`config.mk`:
```
export PLATFORM = sky130hd
export DESIGN_NAME = uart_prog_loader_flat
export DESIGN_NICKNAME = d
export VERILOG_FILES = /design/src/rtl/uart_prog_loader_if.sv /design/src/rtl/uart_prog_loader.sv /design/src/flat_wrapper.sv
export SDC_FILE = /design/constraint.sdc
export NUM_CORES = 1
export LEC_CHECK = 0
export BUFFER_PORTS_ARGS = -buffer_cell sky130_fd_sc_hd__buf_4
export CAP_MARGIN = 20
export CORE_ASPECT_RATIO = 0.7
export CORE_MARGIN = 3
export CORE_UTILIZATION = 52
export CTS_CLUSTER_SIZE = 10
export DETAILED_ROUTE_END_ITERATION = 12
export HOLD_SLACK_MARGIN = 0.08
export MAX_ROUTING_LAYER = met4
export PLACE_DENSITY = 0.74
export SETUP_SLACK_MARGIN = 0.3
export SLEW_MARGIN = 5
export SYNTH_ARGS = -nofsm -noshare
export SYNTH_HDL_FRONTEND = slang
export SYNTH_SLANG_ARGS = --single-unit
export TNS_END_PERCENT = 100
```
`constraint.sdc`:
```
create_clock -name clk -period 2.4 [get_ports clk]
set_clock_uncertainty 0.2 [all_clocks]
set_input_delay 0 -clock clk [delete_from_list [all_inputs] [get_ports clk]]
set_output_delay 0 -clock clk [all_outputs]
set_load 0.005 [all_outputs]
```
`src/rtl/uart_prog_loader_if.sv`:
```
// ============================================================================
//  Module      : uart_prog_loader_if
//  Description : Instruction-memory write port and loader status signals
//                shared between the UART program loader and its consumers.
//  Revision    : 1.0 - initial release
// ============================================================================
`default_nettype none

interface uart_prog_loader_if #(
    parameter int ADDR_W = 14
);
    logic              mem_we_o;
    logic [ADDR_W-1:0] mem_addr_o;
    logic [31:0]       mem_wdata_o;
    logic              core_rst_l_o;
    logic              prog_done_o;
    logic              frame_err_o;

    // Loader side drives the memory write and status signals
    modport master (
        output mem_we_o,
        output mem_addr_o,
        output mem_wdata_o,
        output core_rst_l_o,
        output prog_done_o,
        output frame_err_o
    );

    // Memory / core side observes them
    modport slave (
        input  mem_we_o,
        input  mem_addr_o,
        input  mem_wdata_o,
        input  core_rst_l_o,
        input  prog_done_o,
        input  frame_err_o
    );
endinterface

`default_nettype wire

```
`src/rtl/uart_prog_loader.sv`:
```
// ============================================================================
//  Module      : uart_prog_loader
//  Description : Receives a program over UART (8N1, LSB first), packs bytes
//                little-endian into 32-bit words and writes them to
//                consecutive instruction-memory addresses. The terminator
//                word releases the core reset and freezes the loader.
//  Revision    : 1.0 - initial release
// ============================================================================
`default_nettype none

module uart_prog_loader #(
    parameter int          CLKS_PER_BIT = 347,
    parameter int          ADDR_W       = 14,
    parameter logic [31:0] END_WORD     = 32'hFFFF_FFFF
) (
    input  wire logic           clk,
    input  wire logic           rst_l,
    input  wire logic           rx_serial_i,
    uart_prog_loader_if.master  bus
);

    localparam int                 c_CNT_W     = $clog2(CLKS_PER_BIT + 1);
    localparam logic [c_CNT_W-1:0] c_BIT_LAST  = c_CNT_W'(CLKS_PER_BIT - 1);
    localparam logic [c_CNT_W-1:0] c_HALF_LAST = c_CNT_W'(CLKS_PER_BIT / 2 - 1);

    typedef enum logic [1:0] {
        ST_IDLE  = 2'd0,
        ST_START = 2'd1,
        ST_DATA  = 2'd2,
        ST_STOP  = 2'd3
    } state_t;

    logic               r_rx_meta;
    logic               r_rx_sync;
    state_t             r_state;
    logic [c_CNT_W-1:0] r_clk_cnt;
    logic [2:0]         r_bit_idx;
    logic [7:0]         r_shift;
    logic [1:0]         r_byte_cnt;
    logic [23:0]        r_word;
    logic               r_brk_wait;
    logic [ADDR_W-1:0]  r_addr;
    logic               r_mem_we;
    logic [ADDR_W-1:0]  r_mem_addr;
    logic [31:0]        r_mem_wdata;
    logic               r_core_rst_l;
    logic               r_prog_done;
    logic               r_frame_err;
    logic [31:0]        w_word;

    // Completed word once the fourth byte has just been shifted in
    assign w_word = {r_shift, r_word};

    // Two-flop synchronizer for the asynchronous receive line (idles high)
    always_ff @(posedge clk or negedge rst_l) begin
        if (!rst_l) begin
            r_rx_meta <= 1'b1;
            r_rx_sync <= 1'b1;
        end else begin
            r_rx_meta <= rx_serial_i;
            r_rx_sync <= r_rx_meta;
        end
    end

    // Receive FSM, byte/word assembly and registered memory/status outputs
    always_ff @(posedge clk or negedge rst_l) begin
        if (!rst_l) begin
            r_state      <= ST_IDLE;
            r_clk_cnt    <= '0;
            r_bit_idx    <= '0;
            r_shift      <= '0;
            r_byte_cnt   <= '0;
            r_word       <= '0;
            r_brk_wait   <= 1'b0;
            r_addr       <= '0;
            r_mem_we     <= 1'b0;
            r_mem_addr   <= '0;
            r_mem_wdata  <= '0;
            r_core_rst_l <= 1'b0;
            r_prog_done  <= 1'b0;
            r_frame_err  <= 1'b0;
        end else begin
            r_mem_we <= 1'b0;
            // After the terminator the loader is frozen until the next reset
            if (!r_prog_done) begin
                case (r_state)
                    ST_IDLE: begin
                        if (!r_rx_sync) begin
                            r_state   <= ST_START;
                            r_clk_cnt <= '0;
                            r_bit_idx <= '0;
                        end
                    end
                    ST_START: begin
                        // Re-check mid start bit; a high line means a glitch
                        if (r_clk_cnt == c_HALF_LAST) begin
                            r_clk_cnt <= '0;
                            r_state   <= r_rx_sync ? ST_IDLE : ST_DATA;
                        end else begin
                            r_clk_cnt <= r_clk_cnt + 1'b1;
                        end
                    end
                    ST_DATA: begin
                        if (r_clk_cnt == c_BIT_LAST) begin
                            r_clk_cnt <= '0;
                            r_shift   <= {r_rx_sync, r_shift[7:1]};
                            r_bit_idx <= r_bit_idx + 3'd1;
                            if (r_bit_idx == 3'd7) begin
                                r_state <= ST_STOP;
                            end
                        end else begin
                            r_clk_cnt <= r_clk_cnt + 1'b1;
                        end
                    end
                    ST_STOP: begin
                        if (r_brk_wait) begin
                            // Framing error: hold off until the line is idle again
                            if (r_rx_sync) begin
                                r_brk_wait <= 1'b0;
                                r_state    <= ST_IDLE;
                            end
                        end else if (r_clk_cnt == c_BIT_LAST) begin
                            r_clk_cnt <= '0;
                            if (r_rx_sync) begin
                                r_state    <= ST_IDLE;
                                r_byte_cnt <= r_byte_cnt + 2'd1;
                                case (r_byte_cnt)
                                    2'd0:    r_word[7:0]   <= r_shift;
                                    2'd1:    r_word[15:8]  <= r_shift;
                                    2'd2:    r_word[23:16] <= r_shift;
                                    default: r_word        <= r_word;
                                endcase
                                if (r_byte_cnt == 2'd3) begin
                                    if (w_word == END_WORD) begin
                                        r_prog_done  <= 1'b1;
                                        r_core_rst_l <= 1'b1;
                                    end else begin
                                        r_mem_we    <= 1'b1;
                                        r_mem_wdata <= w_word;
                                        r_mem_addr  <= r_addr;
                                        r_addr      <= r_addr + 1'b1;
                                    end
                                end
                            end else begin
                                r_frame_err <= 1'b1;
                                r_brk_wait  <= 1'b1;
                            end
                        end else begin
                            r_clk_cnt <= r_clk_cnt + 1'b1;
                        end
                    end
                    default: r_state <= ST_IDLE;
                endcase
            end
        end
    end

    assign bus.mem_we_o     = r_mem_we;
    assign bus.mem_addr_o   = r_mem_addr;
    assign bus.mem_wdata_o  = r_mem_wdata;
    assign bus.core_rst_l_o = r_core_rst_l;
    assign bus.prog_done_o  = r_prog_done;
    assign bus.frame_err_o  = r_frame_err;

endmodule

`default_nettype wire

```
`src/flat_wrapper.sv`:
```
// flat-port wrapper written by rule: the top's interface ports become plain ports
module uart_prog_loader_flat 
#(
    parameter int          CLKS_PER_BIT = 347,
    parameter int          ADDR_W       = 14,
    parameter logic [31:0] END_WORD     = 32'hFFFF_FFFF
)
  (clk, rst_l, rx_serial_i, bus_mem_we_o, bus_mem_addr_o, bus_mem_wdata_o, bus_core_rst_l_o, bus_prog_done_o, bus_frame_err_o);
  uart_prog_loader_if #(.ADDR_W(ADDR_W)) bus_i ();
  input  wire logic clk;
  input  wire logic rst_l;
  input  wire logic rx_serial_i;
  output wire logic [$bits(bus_i.mem_we_o)-1:0] bus_mem_we_o;
  output wire logic [$bits(bus_i.mem_addr_o)-1:0] bus_mem_addr_o;
  output wire logic [$bits(bus_i.mem_wdata_o)-1:0] bus_mem_wdata_o;
  output wire logic [$bits(bus_i.core_rst_l_o)-1:0] bus_core_rst_l_o;
  output wire logic [$bits(bus_i.prog_done_o)-1:0] bus_prog_done_o;
  output wire logic [$bits(bus_i.frame_err_o)-1:0] bus_frame_err_o;
  assign bus_mem_we_o = bus_i.mem_we_o;
  assign bus_mem_addr_o = bus_i.mem_addr_o;
  assign bus_mem_wdata_o = bus_i.mem_wdata_o;
  assign bus_core_rst_l_o = bus_i.core_rst_l_o;
  assign bus_prog_done_o = bus_i.prog_done_o;
  assign bus_frame_err_o = bus_i.frame_err_o;
  uart_prog_loader #(.CLKS_PER_BIT(CLKS_PER_BIT), .ADDR_W(ADDR_W), .END_WORD(END_WORD)) u_core (.clk(clk), .rst_l(rst_l), .rx_serial_i(rx_serial_i), .bus(bus_i));
endmodule
```
; ---- Word level (Yosys, flattened, before mapping)
; Index checks and enable logic that the tools add are counted.
[totals]
out_inout_bits = 50
input_bits = 3
regBits = 115
[classes]
n_addsub = 4
n_mux = 34
n_eq_ne = 16
reduce_logical = 15
bitwise_logic = 4
[ops]
columns = cell, n
row1 = 9-bit 2-to-1 mux, 4
row2 = 9-bit case mux with 4 select lines, 1
row3 = "32-bit equality test, second input constant", 1
row4 = 6-bit AND reduction, 4
row5 = 1-bit 2-to-1 mux, 17
row6 = 2-bit 2-to-1 mux, 8
row7 = "14-bit by 1-bit adder with 14-bit output, second input constant", 1
row8 = 7-bit AND reduction, 2
row9 = 5-bit AND reduction, 2
row10 = "9-bit by 1-bit adder with 9-bit output, second input constant", 1
row11 = "9-bit by 8-bit equality test with 1-bit output, second input constant", 1
row12 = "9-bit equality test, second input constant", 1
row13 = "2-bit equality test, second input constant", 4
row14 = 2-bit case mux with 4 select lines, 1
row15 = 3-bit 2-to-1 mux, 2
row16 = "2-bit by 1-bit inequality test with 1-bit output, second input constant", 3
row17 = 3-bit case mux with 2 select lines, 1
row18 = 3-bit AND reduction, 2
row19 = "2-bit by 1-bit equality test with 1-bit output, second input constant", 2
row20 = 2-bit zero test, 2
row21 = "2-bit inequality test, second input constant", 2
row22 = 1-bit NOT, 4
row23 = 4-bit AND reduction, 1
row24 = "3-bit by 1-bit adder with 3-bit output, second input constant", 1
row25 = 5 further kinds, 5

; ---- Longest topological paths before layout
; Gate-level depths: netlist of run 1.
[logic_depth]
depth_word = 8
ltp_mapped = 8
depth_no_buf = 8

; ---- Worst setup path before layout of run 1
; OpenSTA, ideal clock, no wires.
[synth_timing]
path_kind = reg-to-reg
from = register u_core.r_clk_cnt[0]
to = register u_core.r_mem_addr[10], in the netlist u_core.bus.mem_addr_o[10]
n_path_buf = 1
period_less_slack_ps = 2340
setup_ps = 128
t_required_ps = 2072
path_slack_ps = 60
arrival_ps = 2013
stages_incl_launch_ff = 8
path_cell_list = dfrtp_1 inv_1 ha_1 nand4bb_1 nor4_4 o211ai_4 buf_2 mux2_1
[synth_between]
elab_chain_len = 2
[synth_rtl]
columns = item, line_no
row1 = from (decl), uart_prog_loader.sv:36  ; logic [c_CNT_W-1:0] r_clk_cnt;
row2 = from (signal assigned), uart_prog_loader.sv:100  ; r_clk_cnt <= r_clk_cnt + 1'b1;
row3 = from (signal assigned), uart_prog_loader.sv:112  ; r_clk_cnt <= r_clk_cnt + 1'b1;
row4 = from (signal assigned), uart_prog_loader.sv:149  ; r_clk_cnt <= r_clk_cnt + 1'b1;
row5 = 9-bit equality test, uart_prog_loader.sv:122  ; end else if (r_clk_cnt == c_BIT_LAST) begin
row6 = 7-bit AND reduction (no line), --
row7 = to (signal assigned), uart_prog_loader.sv:140  ; r_mem_addr <= r_addr;
row8 = to (decl), uart_prog_loader.sv:44  ; logic [ADDR_W-1:0] r_mem_addr;
; No other way between the ends.
; A chain may end at the register's enable or synchronous reset.

; ---- Worst setup path in the final report of run 1
[layout_timing]
from = register u_core.r_word[20]
to = register u_core.r_mem_addr[12], in the netlist u_core.bus.mem_addr_o[12]
[layout_between]
elab_chain_len = 3
[layout_rtl]
columns = item, line_no
row1 = from (decl), uart_prog_loader.sv:40  ; logic [23:0] r_word;
row2 = from (signal assigned), uart_prog_loader.sv:130  ; 2'd2: r_word[23:16] <= r_shift;
row3 = from (signal assigned), uart_prog_loader.sv:131  ; default: r_word <= r_word;
row4 = 32-bit equality test, uart_prog_loader.sv:134  ; if (w_word == END_WORD) begin
row5 = 1-bit NOT (no line), --
row6 = 7-bit AND reduction (no line), --
; No other way between the ends.

==> flow_metrics.tcl, run 1 <==
set metrics [dict create \
    drive_above_1_share_pct 47.1 \
    slew_headroom_pct 60.3 \
    dr.pass1.iters 5 \
    cts.sinks 115 \
    grtUsageTotal_pct 25.5 \
    status "finished with violations" \
    grt_pass1_vias 3641 \
    num_rows 28 \
    die_x_microns 122 \
    worstPathArrival_ns 2.53 \
    route.antenna.remaining_nets 0 \
    synth_nets 377 \
    async_flop_share_pct 100 \
    worstSetupEndpointType "register" \
    clk_path_buf_depth 2 \
    overflow 0 \
    routed_wl_microns 14600 \
    whs_ns 0.155 \
    worstSetupPathType "reg2reg" \
    clockRootBuffer "clkbuf_16" \
    initial_core_util_pct 55.7 \
    violations "setup timing" \
    synth_edf_count 0 \
    p_leak_nw 3.66 \
    grt_pass1_wl_microns 19700 \
    min_period_over_period_pct 102 \
    yosys_warnings 0 \
    finalCriticalPeriod_ns 2.46 \
    rsz0062_at_grt "true" \
    yosysSeqAreaShare_pct 58.8 \
    die_height_microns 87.2 \
    synth.avg_cell_area_sq_um 13.5 \
    via_per_inst 5.98 \
    htree_levels 4 \
    final_cell_mix "dfrtp_1, buf_4, mux2_1, mux2_2, clkbuf_16" \
    worstMarginPinSlew_ns 0.596 \
    clk_latency_ns 0.42 \
    syn_inst 364 \
    die-area_sq_mm 0.0106 \
    wire_per_inst_microns 22.7 \
    vias 3827 \
    nNetsFinal 521 \
    syn_to_final_growth_pct 45.0 \
    grt_max_degree 48 \
    syn_area_sq_mm 0.00490 \
    fin_ws_ns -0.0583 \
    clk_pin_slew_ns 0.06 \
    cts_buffers 17 \
    clock.fmax_mhz 407 \
    path_max_fanout 14 \
    hp-class "reg2reg" \
    antenna_found_initial 0 \
    powerDensity_mw_per_mm2 653 \
    fillers 442 \
    place_hpwl_microns 7300 \
    io_buffers 52 \
    cts_tree "done" \
    dpl_worst_slack_ns 0.0662 \
    p_total_mw 4.64 \
    ir_drop_mv 0.416 \
    gp_congestion 0.849 \
    cap_violations 0 \
    cp-start-kind "register" \
    final_common_cell "dfrtp_1" \
    worstPathRequired_ns 2.47 \
    maxSlewViolCount 0 \
    synthFlopType "dfrtp_1" \
    synth_cell_types 47 \
    ys_ff_latch 115 \
    core-area_sq_mm 0.00879 \
    drtIter0Drc 419 \
    io_pins 53 \
    diodes 0 \
    setup_viol 24 \
    drc 0 \
    finalHoldViolations 0 \
]
-- final timing paths --
check | cells after the start | slack, ns | end | from
max | 6 | -0.06 | u_core.bus.mem_addr_o[12] | u_core.r_word[20]
min | 0 | 0.15 | u_core.r_rx_sync | u_core.r_rx_meta
max reg2reg | 6 | -0.06 | u_core.bus.mem_addr_o[12] | u_core.r_word[20]
min reg2reg | 0 | 0.15 | u_core.r_rx_sync | u_core.r_rx_meta
max in group asynchronous | 4 | 0.74 | u_core.r_shift[0] | rst_l
min in group asynchronous | 3 | 0.48 | u_core.r_clk_cnt[6] | rst_l
-- per-layer routing --
layer	wire, microns	global-route usage, %	vias up
met5	0	-	-
met4	320	8.34	0
met3	1180	5.26	35
met2	6960	37.5	218
met1	6100	36.0	1953
li1	-	-	1621
-- kinds of logic after synthesis --
kind of cell    count (synthesis)  share of synthesized area (%)
fa+ha+maj                      10                           2.55
mux                            79                           18.2
compound gates                 34                           5.16
buf+inv                        19                           1.79
simple gates                   91                           10.7
flops                         115                           58.8
xor+xnor                       16                           2.86
-- worst max-delay path: stages (launching register included) --
cell and delay, ns:
dfrtp_1 0.38, nand4_1 0.20, or4_4 0.60, o211ai_4 0.24, buf_6 0.17, buf_16 0.16
mux2_1 0.36
-- sequential cells by signal, summed over array words and instances, names as in the netlist, named ones only --
signal / count
u_core.r_word: 24
u_core.bus.frame_err_o: 1
u_core.r_rx_meta: 1
u_core.bus.mem_addr_o: 14
u_core.r_brk_wait: 1
u_core.bus.mem_we_o: 1
u_core.r_bit_idx: 3
u_core.r_shift: 8
u_core.bus.core_rst_l_o: 1
u_core.r_addr: 14
u_core.r_state: 1
u_core.r_byte_cnt: 2
u_core.bus.prog_done_o: 1
u_core.r_clk_cnt: 9
u_core.bus.mem_wdata_o: 32
u_core.r_rx_sync: 1
-- layout make-up --
class	count	area, sq um	share of cell area (%)
sequential	115	2880	40.6
multi-input combinational	230	2230	31.4
timing repair buffer	133	1180	16.6
clock buffer	20	447	6.29
clock inverter	11	160	2.26
tap	120	150	2.11
inverter	11	53.8	0.758
-- report_power, final --
group | switching [mW] | internal [mW]
sequential | 0.00266 | 1.94
clock | 0.889 | 1.75
combinational | 0.0422 | 0.0129
total | 0.933 | 3.70
-- cell usage after synthesis (3+ instances only) --
master,n,share of area (%)
buf_4,4,0.61
xnor2_1,12,2.1
dfrtp_1,113,58
mux2_2,33,7.6
mux2_1,46,11
inv_1,10,0.77
or4_1,4,0.61
nor2_1,17,1.3
a22o_1,5,0.89
nand3b_1,3,0.46
nand4_1,16,2.0
nor3_1,5,0.51
ha_1,10,2.6
nand2b_1,5,0.64
and3_1,4,0.51
a21oi_1,6,0.61
nand3_1,9,0.92
clkbuf_1,3,0.23
o21ai_0,9,0.92
nand2_1,15,1.1
xor2_1,4,0.72
-- repair_timing --
action                                  CTS  global route
endpoints found under the setup margin   90           103
endpoints found under the hold margin   114             0
pin swaps                                16            22
gates resized for setup                  39            58
gates cloned                              3             1
hold buffers                              4             0
setup buffers                            32            15
-- metrics by stage --
stage                     util, %  cell area [sq um]  cells  TNS [ns]
after floorplan                 -               4910    364         0
after global placement       64.0               5630    554         0
after detailed placement     64.0               5630    554         0
after CTS                    76.6               6740    624         0
after global routing         80.8               7100    640    -0.753
final                        80.8               7100    640    -0.485
(Power assumes the default switching activity.)
==> inputs of run 2 (changes only) <==
- CORE_UTILIZATION: 52 -> 58
- PLACE_DENSITY: 0.74 -> 0.78
- clock period: 2.4 -> 2.72 ns (I/O delays scaled with it)
==> run 2 against run 1 <==
The flow now finishes without violations. Fmax rose by 1.6%. Clock power down 16%. Setup slack improved by 0.36 ns. Cell count is 11% lower. Non-clock buffer count down 51. Sequential power down 12%. Combinational power shrank 8.2%. Sequential share of layout area rose by 5.1 points. First-iteration DRC count is 43% lower. Critical path type unchanged. Critical endpoint is now u_core.bus.mem_wdata_o[5].
==> flow_metrics.tcl, run 2 (synthesis gave the netlist of run 1 again) <==
set metrics [dict create \
    status "completed" \
    clock.fmax_mhz 413 \
    internal_power_mw 3.25 \
    powerDensity_mw_per_mm2 632 \
    grt_pass1_vias 3317 \
    syn_to_final_growth_pct 29.0 \
    antenna_found_initial 0 \
    clockRootBuffer "clkbuf_16" \
    clk_pin_slew_ns 0.05 \
    dpl_worst_slack_ns 0.261 \
    dpl_cell_area_sq_mm 0.00548 \
    die-area_sq_mm 0.00960 \
    maxSlewViolCount 0 \
    num_rows 27 \
    clk_path_buf_depth 2 \
    finalCriticalPeriod_ns 2.42 \
    min_period_over_period_pct 88.9 \
    grt_pass1_wl_microns 17600 \
    worstSetupEndpointType "register" \
    switchingPower_mw 0.746 \
    swShare_pct 18.7 \
    cp-start-kind "register" \
    drc 0 \
    regArea_sq_mm 0.00289 \
    grtUsageTotal_pct 24.6 \
    final.setup.tns_ns 0 \
    io_pins 53 \
    gp_congestion 0.881 \
    worstPathArrival_ns 2.50 \
    core-area_sq_mm 0.00804 \
    setup_viol 0 \
    p_leak_nw 3.27 \
    place_hpwl_microns 7010 \
    initial_core_util_pct 60.9 \
    grt_max_degree 54 \
    fin_ws_ns 0.301 \
    rsz0062_at_grt "true" \
    power.share.sequential_pct 43.0 \
    multiInputGateArea_sq_mm 0.00199 \
    htree_levels 4 \
    cap_violations 0 \
    worstSetupPathType "reg2reg" \
    pwr-share-comb_pct 1.3 \
    worstPathRequired_ns 2.80 \
    final_cell_mix "dfrtp_1, buf_4, mux2_1, mux2_2, clkbuf_16" \
    p_clk_share_pct 55.7 \
    cts.sinks 115 \
    whs_ns 0.153 \
    fillers 470 \
    path_max_fanout 16 \
    die_x_microns 116 \
    finalHoldViolations 0 \
    final_common_cell "dfrtp_1" \
    hp-class "reg2reg" \
    drtIter0Drc 238 \
    largest_reg_flops 32 \
    wire_per_inst_microns 19.2 \
    vias 3327 \
    drive_above_1_share_pct 34.5 \
    cts_tree "done" \
    route.antenna.remaining_nets 0 \
    die_height_microns 82.9 \
    nNetsFinal 470 \
    io_buffers 52 \
    via_per_inst 5.83 \
    routed_wl_microns 11000 \
    slew_headroom_pct 70.3 \
    stdcell_area_sq_mm 0.00632 \
    clk_latency_ns 0.41 \
    diodes 0 \
    dr.pass1.iters 6 \
    worstMarginPinSlew_ns 0.445 \
    overflow 0 \
    ir_drop_mv 0.483 \
    cts_buffers 17 \
]
[run 2: power by group through the flow]
stage / Sequential (mW) / Combinational (mW) / Clock, mW
6_report: 1.72 / 0.0506 / 2.22
3_3_place_gp: 1.75 / 0.0444 / 0
3_5_place_dp: 1.75 / 0.0448 / 0
4_1_cts: 1.72 / 0.0530 / 2.25
2_1_floorplan: 1.75 / 0.00341 / 0
5_1_grt: 1.72 / 0.0588 / 2.36
[run 2: worst paths after layout]
kind / start / endpoint / slack [ns] / depth (start not counted)
min reg2reg: u_core.r_rx_meta / u_core.r_rx_sync / 0.15 / 0
min in group asynchronous: rst_l / u_core.r_clk_cnt[6] / 0.47 / 4
max reg2reg: u_core.r_word[8] / u_core.bus.mem_wdata_o[5] / 0.30 / 6
max in group asynchronous: rst_l / u_core.r_word[16] / 1.51 / 4
max: u_core.r_word[8] / u_core.bus.mem_wdata_o[5] / 0.30 / 6
min: u_core.r_rx_meta / u_core.r_rx_sync / 0.15 / 0
[run 2: stage by stage]
step / util [%] / total power, mW / instances
6_report: 78.6 / 3.99 / 571
4_1_cts: 76.7 / 4.02 / 559
3_5_place_dp: 68.2 / 1.79 / 521
5_1_grt: 78.6 / 4.14 / 571
3_3_place_gp: 68.2 / 1.79 / 521
2_1_floorplan: - / 1.75 / 364
[run 2: repair_timing]
action / CTS / global route
setup endpoints to repair: 53 / 72
endpoints found under the hold margin: 116 / 0
hold buffers: 5 / 0
pin swaps: 1 / 2
setup buffers: 1 / 12
resized for setup: 4 / 16
[run 2: layout make-up]
cell class | instances | share of cell area, %
clock buffers | 29 | 8.55
multi-input cells | 230 | 31.5
clock inverters | 3 | 1.03
repair buffers | 82 | 10.6
flip-flops and latches | 115 | 45.7
inverters | 11 | 0.653
well taps | 101 | 2.00
[run 2: layer usage]
layer,vias to the layer above,wire length (microns),global-route usage (%),part of all wire [%]
met1,1660,5230,36.5,48
met5,-,0,-,0
met3,15,650,6.34,5.9
met4,0,129,8.43,1.2
met2,136,4960,33.2,45
li1,1516,-,-,-
[run 2: critical path: stages (launching register included)]
cell	delay [ns]
dfrtp_1	0.44
nand4_1	0.16
or4_1	0.59
o211ai_4	0.23
buf_4	0.16
buf_8	0.16
mux2_1	0.34
==> inputs of run 3 (changes only) <==
- clock period: 2.72 -> 2.7 ns (I/O delays scaled with it)
==> run 3 against run 2 <==
Register-to-register slack is essentially flat. Sequential share of layout area is 0.43 points higher. Non-clock buffer count rose by 1. Sequential power about the same. Fmax rose by 0.64%. Die area unchanged. Count of clock-buffer cells in the layout down 4. Hold slack gained 0.0025 ns. Global-route usage fell by 0.45 points. Cell count fell by 0.18%. Critical endpoint is now u_core.bus.mem_wdata_o[16]. Largest cell class unchanged. Largest power group unchanged. Highest routed layer unchanged.
==> flow_metrics.tcl, run 3 (synthesis gave the netlist of run 1 again) <==
set metrics [dict create \
    status "completed" \
    vias 3351 \
    cap_violations 0 \
    wire_per_inst_microns 19.5 \
    die-area_sq_mm 0.00960 \
    powerDensity_mw_per_mm2 628 \
    rsz0062_at_grt "true" \
    route.antenna.remaining_nets 0 \
    regArea_sq_mm 0.00289 \
    syn_to_final_growth_pct 27.9 \
    path_cells "nand4_1, or4_4, o211ai_4, buf_4, buf_6, mux2_1" \
    dpl_cell_area_sq_mm 0.00548 \
    drive_above_1_share_pct 33.7 \
    setup_viol 0 \
    final_util_pct 77.9 \
    drtIter0Drc 296 \
    worstSetupPathType "reg2reg" \
    cp-start-kind "register" \
    routed_wl_microns 11100 \
    worstPathRequired_ns 2.78 \
    place_inst 522 \
    worstPathArrival_ns 2.48 \
    stdcell_area_sq_mm 0.00626 \
    place_hpwl_microns 7000 \
    grt_max_degree 56 \
    num_rows 27 \
    fillers 491 \
    cts_buffers 17 \
    grtUsageTotal_pct 24.2 \
    path_max_fanout 16 \
    antenna_found_initial 0 \
    final_cell_mix "dfrtp_1, buf_4, mux2_1, mux2_2, clkbuf_16" \
    clk_path_buf_depth 2 \
    die_x_microns 116 \
    multiInputGateArea_sq_mm 0.00195 \
    crit_family "simple AND/OR/NAND/NOR gates" \
    initial_core_util_pct 60.9 \
    dr.pass1.iters 4 \
    largest_reg_flops 32 \
    die_height_microns 82.9 \
    clock.fmax_mhz 416 \
    cts_tree "done" \
    worstMarginPinSlew_ns 0.698 \
    nNetsFinal 471 \
    cts.sinks 115 \
    io_pins 53 \
    worstSetupEndpointType "register" \
    slew_headroom_pct 53.5 \
    grt_pass1_vias 3208 \
    drc 0 \
    core-area_sq_mm 0.00804 \
    htree_levels 4 \
    clockRootBuffer "clkbuf_16" \
    p_leak_nw 3.23 \
    finalCriticalPeriod_ns 2.40 \
    ir_drop_mv 0.611 \
    grt_pass1_wl_microns 17200 \
    clk_pin_slew_ns 0.05 \
    stdcell_count 570 \
    crit_slowest_cell "or4_4" \
    via_per_inst 5.88 \
    io_buffers 52 \
    diodes 0 \
    final.setup.tns_ns 0 \
    overflow 0 \
    critPathBufInv 2 \
    clk_latency_ns 0.41 \
    min_period_over_period_pct 89.0 \
    gp_congestion 0.873 \
    max_stage_delay_ns 0.57 \
    finalHoldViolations 0 \
    final_common_cell "dfrtp_1" \
    maxSlewViolCount 0 \
    hp-class "reg2reg" \
]
==> run 3: changes by cell type in the layout (fill, tap and decap cells not counted), sizes merged <==
cell / change
clkinv: +2
clkbuf: -2
buf: -1
==> run 3: final cells by class <==
class                      count  share of cell area, %
multi-input combinational    230                   31.2
clock buffer                  25                   7.91
clock inverter                 5                   1.20
timing repair buffer          83                   10.9
sequential                   115                   46.1
tap                          101                   2.02
inverter                      11                  0.699
==> run 3: metal layers <==
layer / track usage [%] / share of wire (%) / wire length [microns] / vias up
li1: - / - / - / 1512
met1: 36.5 / 48 / 5350 / 1698
met2: 31.1 / 44 / 4850 / 122
met3: 6.99 / 6.5 / 720 / 19
met4: 8.85 / 1.6 / 175 / 0
met5: - / 0 / 0 / -
==> run 3: worst register-to-register path, cell delays in order, from the launching register on <==
cell      delay (ns)
dfrtp_2         0.44
nand4_1         0.13
or4_4           0.57
o211ai_4        0.21
buf_4           0.18
buf_6           0.19
mux2_1          0.35
==> run 3: what timing repair did <==
item	4_1_cts	5_1_grt
hold endpoints to repair	114	0
hold buffers	4	0
setup endpoints to repair	66	93
pin swaps	1	4
resized for setup	4	10
cloned	0	2
setup buffers	0	12
==> run 3: stage by stage <==
step | power (mW) | setup WS [ns] | hold slack, ns
floorplan | 1.76 | 0.360 | -0.496
global placement | 1.80 | 0.270 | -0.123
detailed placement | 1.80 | 0.248 | -0.103
CTS | 3.95 | 0.293 | 0.156
global route | 4.05 | 0.215 | 0.165
finish | 3.94 | 0.297 | 0.156
==> run 3: worst paths after layout <==
kind / start / cells after the start / slack [ns] / to
max: u_core.r_shift[4] / 6 / 0.30 / u_core.bus.mem_wdata_o[16]
min: u_core.r_rx_meta / 0 / 0.16 / u_core.r_rx_sync
max reg2reg: u_core.r_shift[4] / 6 / 0.30 / u_core.bus.mem_wdata_o[16]
min reg2reg: u_core.r_rx_meta / 0 / 0.16 / u_core.r_rx_sync
max in group asynchronous: rst_l / 4 / 0.98 / u_core.r_rx_sync
min in group asynchronous: rst_l / 3 / 0.51 / u_core.r_clk_cnt[5]
==> run 3: where the power goes <==
part	internal (mW)	switching [mW]	total, mW
Sequential	1.73	0.00185	1.73
Combinational	0.0109	0.0372	0.0481
Clock	1.44	0.718	2.16
Total	3.18	0.757	3.94
